===== src/rtl/snn_config_loader.sv =====
// snn_config_loader
//   Byte-serial configuration loader for the 3-layer SNN core. It assembles the
//   weight word and the neuron-parameter word in a shadow register from an 8-bit
//   stream. It then copies the shadow into the active registers in a single cycle,
//   so the core never sees a half-written configuration.
//
//   Optional feature macro: CFG_CHECKSUM_EN
//     When defined, a 40th byte carries the XOR of bytes 0..38. On a mismatch the
//     commit is skipped and cfg_err is raised.
//     When undefined, the load is 39 bytes with no check, and cfg_err is tied low.
//
//   Ports
//     clk, rst_n     clock, asynchronous active-low reset
//     load_start     pulse: begin or restart a load
//     data_in        configuration byte, qualified by data_valid
//     run_req        user run request
//     input_weights  active weights (byte 0 lands in the MSBs)
//     neuron_params  active neuron parameters (last data byte lands in the LSBs)
//     net_enable     registered run enable, forced low while loading/committing
//     load_busy      high in LOAD and COMMIT
//     cfg_valid      high after the first good commit
//     cfg_done       one-cycle pulse after a commit
//     cfg_err        sticky checksum error
//
//   state  | meaning
//   IDLE   | waiting for load_start, active config driving the core
//   LOAD   | accepting bytes into the shadow register
//   COMMIT | one cycle: shadow copied to active, cfg_done raised next cycle
module snn_config_loader #(
   parameter int WEIGHT_BITS = 216,
   parameter int PARAM_BITS  = 96
) (
   input  logic                   clk,
   input  logic                   rst_n,
   input  logic                   load_start,
   input  logic [7:0]             data_in,
   input  logic                   data_valid,
   input  logic                   run_req,
   output logic [WEIGHT_BITS-1:0] input_weights,
   output logic [PARAM_BITS-1:0]  neuron_params,
   output logic                   net_enable,
   output logic                   load_busy,
   output logic                   cfg_valid,
   output logic                   cfg_done,
   output logic                   cfg_err
);

   localparam int CFG_BITS   = WEIGHT_BITS + PARAM_BITS;
   localparam int DATA_BYTES = CFG_BITS / 8;
`ifdef CFG_CHECKSUM_EN
   localparam int NUM_BYTES  = DATA_BYTES + 1;
`else
   localparam int NUM_BYTES  = DATA_BYTES;
`endif
   localparam logic [5:0] LAST_CNT = 6'(NUM_BYTES - 1);

   typedef enum logic [1:0] {
      ST_IDLE   = 2'd0,
      ST_LOAD   = 2'd1,
      ST_COMMIT = 2'd2
   } state_t;

   state_t              state_q, state_d;
   logic [5:0]          byte_cnt_q, byte_cnt_d;
   logic [CFG_BITS-1:0] shadow_q, shadow_d;
   logic [CFG_BITS-1:0] active_q;
   logic                cfg_valid_q, cfg_done_q, net_en_q;
`ifdef CFG_CHECKSUM_EN
   logic [7:0]          xor_q, xor_d;
   logic                err_q, err_d;
`endif

   always_comb begin
      state_d    = state_q;
      byte_cnt_d = byte_cnt_q;
      shadow_d   = shadow_q;
`ifdef CFG_CHECKSUM_EN
      xor_d      = xor_q;
      err_d      = err_q;
`endif
      case (state_q)
         ST_IDLE: begin
            if (load_start) begin
               state_d    = ST_LOAD;
               byte_cnt_d = 6'd0;
`ifdef CFG_CHECKSUM_EN
               xor_d      = 8'd0;
               err_d      = 1'b0;
`endif
            end
         end
         ST_LOAD: begin
            // A restart takes priority over a byte arriving in the same cycle.
            if (load_start) begin
               byte_cnt_d = 6'd0;
`ifdef CFG_CHECKSUM_EN
               xor_d      = 8'd0;
`endif
            end else if (data_valid) begin
               if (byte_cnt_q == LAST_CNT) begin
                  byte_cnt_d = 6'd0;
`ifdef CFG_CHECKSUM_EN
                  // The final byte is the checksum. It is compared, not stored.
                  if (data_in == xor_q) begin
                     state_d = ST_COMMIT;
                  end else begin
                     state_d = ST_IDLE;
                     err_d   = 1'b1;
                  end
`else
                  shadow_d = {shadow_q[CFG_BITS-9:0], data_in};
                  state_d  = ST_COMMIT;
`endif
               end else begin
                  // The shift register puts byte 0 in the MSBs once all data bytes have
                  // arrived. A restarted load shifts the stale bytes out completely.
                  shadow_d   = {shadow_q[CFG_BITS-9:0], data_in};
                  byte_cnt_d = byte_cnt_q + 6'd1;
`ifdef CFG_CHECKSUM_EN
                  xor_d      = xor_q ^ data_in;
`endif
               end
            end
         end
         ST_COMMIT: state_d = ST_IDLE;
         default:   state_d = ST_IDLE;
      endcase
   end

   always_ff @(posedge clk or negedge rst_n) begin
      if (!rst_n) begin
         state_q     <= ST_IDLE;
         byte_cnt_q  <= 6'd0;
         shadow_q    <= '0;
         active_q    <= '0;
         cfg_valid_q <= 1'b0;
         cfg_done_q  <= 1'b0;
         net_en_q    <= 1'b0;
`ifdef CFG_CHECKSUM_EN
         xor_q       <= 8'd0;
         err_q       <= 1'b0;
`endif
      end else begin
         state_q    <= state_d;
         byte_cnt_q <= byte_cnt_d;
         shadow_q   <= shadow_d;
         if (state_q == ST_COMMIT) begin
            active_q    <= shadow_q;
            cfg_valid_q <= 1'b1;
         end
         cfg_done_q <= (state_q == ST_COMMIT);
         net_en_q   <= run_req & cfg_valid_q & (state_q == ST_IDLE);
`ifdef CFG_CHECKSUM_EN
         xor_q      <= xor_d;
         err_q      <= err_d;
`endif
      end
   end

   assign input_weights = active_q[CFG_BITS-1:PARAM_BITS];
   assign neuron_params = active_q[PARAM_BITS-1:0];
   assign load_busy     = (state_q != ST_IDLE);
   // The registered enable lags one cycle. The gate keeps the core frozen from the
   // first LOAD cycle onward.
   assign net_enable    = net_en_q & ~load_busy;
   assign cfg_valid     = cfg_valid_q;
   assign cfg_done      = cfg_done_q;
`ifdef CFG_CHECKSUM_EN
   assign cfg_err       = err_q;
`else
   assign cfg_err       = 1'b0;
`endif

endmodule


===== config.mk =====
export PLATFORM = sky130hd
export DESIGN_NAME = snn_config_loader
export DESIGN_NICKNAME = d
export VERILOG_FILES = /design/src/rtl/snn_config_loader.sv
export SDC_FILE = /design/constraint.sdc
export NUM_CORES = 1
export LEC_CHECK = 0
export CORE_MARGIN = 8
export CORE_UTILIZATION = 55
export CTS_CLUSTER_DIAMETER = 50
export DETAILED_ROUTE_END_ITERATION = 8
export PLACE_DENSITY_LB_ADDON = 0.1
export SLEW_MARGIN = 20
export SYNTH_ARGS = -nofsm -noshare
export SYNTH_HDL_FRONTEND = slang
export SYNTH_SLANG_ARGS = --single-unit

===== constraint.sdc =====
create_clock -name clk -period 3.9 [get_ports clk]
set_input_delay 0.39 -clock clk [delete_from_list [all_inputs] [get_ports clk]]
set_output_delay 0.39 -clock clk [all_outputs]
set_load 0.005 [all_outputs]

==> flow_summary.toml <==
[cells_and_area]
final_common_cell = "nand2_1"
syn_to_final_growth_pct = 24.53
final_util_pct = 69.32
drive_above_1_share_pct = 4.532
design_area_sq_mm = 0.02979
diodes = 0
final_net_count = 2993
final_cell_mix = "1876 x nand2_1, 635 x dfrtp_1, 327 x clkdlybuf4s50_1"

[die]
io_pins = 330
core_area_sq_mm = 0.04298
die-width_um = 224.6
dieArea_sq_mm = 0.05043
fp.dieH_um = 224.6
core.rowCount = 76
start_util_pct = 55.66

[routing]
drtPass1Iterations = 5
drt_iter0_drc = 1729
drc = 0
vias_per_cell = 5.044
routed_wl_mm = 60.69
drt-wirelength-per-cell_um = 16.82
final_antenna_net_count = 0
via_count = 18200

[global_routing]
gr-total-overflow = 0
grt_pass1_wl_mm = 98.93
grt_pass1_vias = 18370
grt_util_all_layers_pct = 24.10
grt_max_degree = 240
antenna_found_initial = 0

[clocking]
cts-root-buf = "clkbuf_16"
insertion_delay_ns = 0.57
cts-resized-gates = 0
cts.clk_slew.worst_paths_ns = 0.06
numCtsBuffers = 66
cts_sinks = 635
clk_path_buf_depth = 3
htree_levels = 3
cts_tree = "yes"

[synthesis]
yosys_warnings = 0
syn_inst = 2696
synthArstFlopShare_pct = 100.0
synth_seq_cells = 635
synth-edff-count = 0
ys_seq_area_share_pct = 66.42
synth_nets = 2711
synth_area_sq_mm = 0.02393
synth_cell_types = 31
synth-main-ff-cell = "dfrtp_1"
avgSynthCellArea_sq_um = 8.874

[flow_run]
maxCapViolCount = 0

[setup_path]
cp_num_buf_inv = 1
regToRegEndpoint = "byte_cnt_q[3]$_DFFE_PN0P_"
crit_chain = "or2_2 > nor2_1 > clkdlybuf4s50_1"
startpoint_type = "flop"
crit_fanout = 13
worst_ep_required_time_ns = 3.51
slowest_stage = "dfrtp_1"
reg2reg_slack_ns = 1.59
cp.arrival_ns = 2.23
worst_setup_path_end_kind = "output port"
rr_worst_depth = 3
crit_type = "reg -> out"
cp_top_family = "flip-flops"
crit_path_max_incr_delay_ns = 0.58
crit-reg2reg-launch = "state_q[1]$_DFFE_PN0P_"

[sta]
hold_viol_final = 0
setup_viol = 0
worst_slew_pin_slew_ns = 0.8613
fin_crit_ns = 2.623
drv_slew = 0
relSlewSlack_pct = 42.58
tns_ns = 0
rsz0062_at_grt = "false"
skew_ns = 0.01064
fin_crit_sh_pct = 67.27
max_freq_mhz = 381.2

[power_and_ir_drop]
leakagePower_uw = 0.01643
cellPowerDensity_mw_per_mm2 = 459.4
irDropWorstVdd_v = 0.0003373

[placed_design]
post-dp-hpwl_mm = 37.89
place.gp.congestion = 0.8289
port_buffers = 328
placed_area_sq_mm = 0.02767

[worst_hold_path]
hold_path.class = "in -> reg"
worstHoldPathCells = 3
hold-path-endpoint = "shadow_q[5]$_DFFE_PN0P_"
hold_path.startpoint = "data_in[5]"

[outcome]
outcome = "completed"
## per-stage QoR
stage               worst slack, ns  hold slack (ns)  instances  power, uW
floorplan                     2.526          0.09441       2696       7433
global placement              1.500           0.4514       3493       7722
detailed placement            1.409           0.4613       3493       7750
CTS                           1.262           0.3303       3607      13820
global route                  1.208           0.3625       3608      14200
finish                        1.277           0.3593       3608      13690
## final cells by class
type                            instances  area [sq um]
Clock buffer                           92          1933
Clock inverter                         21         153.9
Fill cell                            3431         13190
Inverter                                7         33.78
Multi-Input combinational cell       1913          7338
Sequential cell                       635         15890
Tap cell                              585         732.0
Timing Repair Buffer                  355          3714
## what timing repair did
action                    4_1_cts  5_1_grt
buffers inserted                0        0
hold buffers                    1        0
hold endpoints to repair       80        0
## state kept, by name (all words and copies together) (netlist names)
name and count:
cfg_done 1, byte_cnt_q 6, active_q 312, shadow_q 312
cfg_valid 1, net_en_q 1, state_q 2
## worst min-delay path: stages
cell	delay, ns
clkdlybuf4s50_1	0.39
nand2_1	0.05
nand2_1	0.04
## layer usage
| layer | vias up | part of all wire, % | global-route usage, % | routed length (um) |
|---|---|---|---|---|
| met4 | 0 | 1.7 | 5.866 | 1003 |
| met1 | 8933 | 44 | 34.00 | 26570 |
| met3 | 70 | 7.0 | 5.549 | 4256 |
| met5 | - | 0 | 0 | 0 |
| met2 | 530 | 48 | 37.91 | 28860 |
| li1 | 8666 | - | - | - |
## where the power goes
part,internal (uW),switching [uW],leakage [uW]
Sequential,6850,242,0.00880
Combinational,157,380,0.00660
Clock,3530,2530,0.00103
## worst max-delay path by stage
| stage | to | start | slack, ns | cells past startpoint |
|---|---|---|---|---|
| 5_1_grt | net_enable | state_q[1]$_DFFE_PN0P_ | 1.21 | 3 |
| 4_1_cts | net_enable | state_q[1]$_DFFE_PN0P_ | 1.26 | 3 |
| 3_3_place_gp | shadow_q[176]$_DFFE_PN0P_ | data_valid | 1.50 | 5 |
| 6_report | net_enable | state_q[1]$_DFFE_PN0P_ | 1.28 | 3 |
| 2_1_floorplan | net_enable | state_q[1]$_DFFE_PN0P_ | 2.53 | 3 |
| 3_5_place_dp | byte_cnt_q[3]$_DFFE_PN0P_ | data_valid | 1.41 | 4 |
## cell usage after synthesis (all sizes together), types with 2 or more instances
cell type  instances  share of area (%)
nor2               2              0.031
nand3              4              0.084
a211oi             2              0.063
o41ai              2              0.073
dfrtp            635                 66
buf              110                2.4
ha                 2               0.10
o31ai              2              0.063
inv                7               0.11
nand2b             3              0.078
nand2           1876                 29
o21ai              6               0.13
clkbuf            31               0.49
a21oi              2              0.042
## cells by family (layout without fill, tap and decap cells)
group	count (synthesis)	in the layout	synth area share (%)
multiplexers	1	1	0.04184
AND/OR/NAND/NOR	1892	1892	29.90
other	1	1	0.01567
adder cells (fa/ha/maj)	2	2	0.1046
buffers and inverters	148	475	3.028
AO/OA/AOI/OAI	17	17	0.4915
flip-flops	635	635	66.42
(Power assumes the default switching activity.)
==> edit (same flow settings) <==
Change the parameter `PARAM_BITS` from 96 to 192.
--- a/src/rtl/snn_config_loader.sv
+++ b/src/rtl/snn_config_loader.sv
@@ -30,3 +30,3 @@
    parameter int WEIGHT_BITS = 216,
-   parameter int PARAM_BITS  = 96
+   parameter int PARAM_BITS  = 192
 ) (
Interface: changed (resized neuron_params); port bits go from 330 to 426. No check against the original RTL was run, so the function may have changed too.
==> edit against the original RTL <==
Sequential share of layout area is 0.27 points higher; setup slack lost 15 ps; die area grew 27%; sequential cell count is 192 higher; global-route usage decreased by 1.2 points; sequential power is 36% higher; area after synthesis rose by 29%; power grew 36%; final area grew 30%; non-clock buffer count rose by 101; cell count up 7.0%; wire length rose by 22%; critical endpoint is now active_q[30]$_DFFE_PN0P_.
==> edit: results <==
{
  "use_met3": 0.0488,
  "drive_above_1_share": 0.186,
  "finalWirelength_mm": 73.8,
  "final_net_count": 3061,
  "status": "finished, final reports clean",
  "grt_pass1_wl_mm": 117,
  "grt_pass1_vias": 21000,
  "drt_iter0_drc": 1336,
  "dp_hpwl_mm": 48.1,
  "port-buffer-count": 424,
  "synthCells": 2645,
  "fin_skew_ps": 25.8,
  "crit_path_max_fanout": 129,
  "cp_slowest_cell": "inv_8",
  "wl_met2_mm": 36.3,
  "placed_cell_area_um2": 35800,
  "synth_commonest_cells": "1,226 x nand2_1, 827 x dfrtp_1, 408 x mux2_2",
  "grt_start_max_net_pins": 204,
  "met1_usage": 0.303,
  "ys_types": 28,
  "via_count": 20000,
  "ys_seq_area_frac": 0.670,
  "power.leakage_nw": 20.1,
  "dr_wl_met3_mm": 4.07,
  "hp-start": "run_req",
  "wl_per_cell_um": 19.1,
  "numCtsBuffers": 82,
  "largestRegisters": "active_q: 408 flops, shadow_q: 408 flops, byte_cnt_q: 6 flops",
  "cp_slowest_stage_delay_ps": 680,
  "track_usage": 0.229,
  "dp_cells": 3716,
  "synth.area.top_cells": "dfrtp_1 67%, nand2_1 15%, mux2_2 15%, buf_4 0.78%, buf_2 0.73%",
  "cp.arrival_ps": 3180,
  "fillers": 4123,
  "gp_congestion": 0.811,
  "syn_nets": 2660
}
edit: power groups by stage:
| stage | clock, mW | sequential [mW] | combinational [mW] |
|---|---|---|---|
| after detailed placement | 0 | 9.81 | 0.961 |
| after global placement | 0 | 9.78 | 0.910 |
| after floorplan | 0 | 9.58 | 0.679 |
| final | 8.02 | 9.66 | 0.950 |
| after CTS | 8.18 | 9.67 | 0.972 |
| after global routing | 8.53 | 9.74 | 1.05 |
edit: worst min-delay path by stage:
stage / to / slack, ps / cells after the start
detailed placement: active_q[402]$_DFFE_PN0P_ / 460 / 2
finish: net_en_q$_DFF_PN0_ / 320 / 3
global route: net_en_q$_DFF_PN0_ / 320 / 3
CTS: net_en_q$_DFF_PN0_ / 290 / 3
global placement: active_q[401]$_DFFE_PN0P_ / 450 / 2
floorplan: active_q[0]$_DFFE_PN0P_ / 90 / 0
edit: logic make-up after synthesis:
group,Yosys count,synth area share
compound gates,17,0.00344
fa+ha+maj,2,0.000810
buf+inv,146,0.0237
flops,827,0.670
mux,408,0.149
other cells,1,0.000121
simple gates,1244,0.153
edit: worst min-delay path: cells and delay by family:
family                 cells  cell delay [ps]
and+or+nand+nor            2               90
buffers and inverters      1              400
edit: metrics by stage:
step	power [mW]	worst slack (ps)
6_report	18.6	1260
5_1_grt	19.3	1000
4_1_cts	18.8	1250
3_5_place_dp	10.8	1290
3_3_place_gp	10.7	1360
2_1_floorplan	10.3	2410
edit: layout make-up:
class                   instances  area [µm²]  share of cell area
clock inverters                31         388              0.0100
inverters                       7        33.8            0.000875
clock buffers                 113        2380              0.0617
repair buffers                456        4690               0.121
well taps                     756         946              0.0245
flip-flops and latches        827       20700               0.536
multi-input cells            1672        9480               0.245
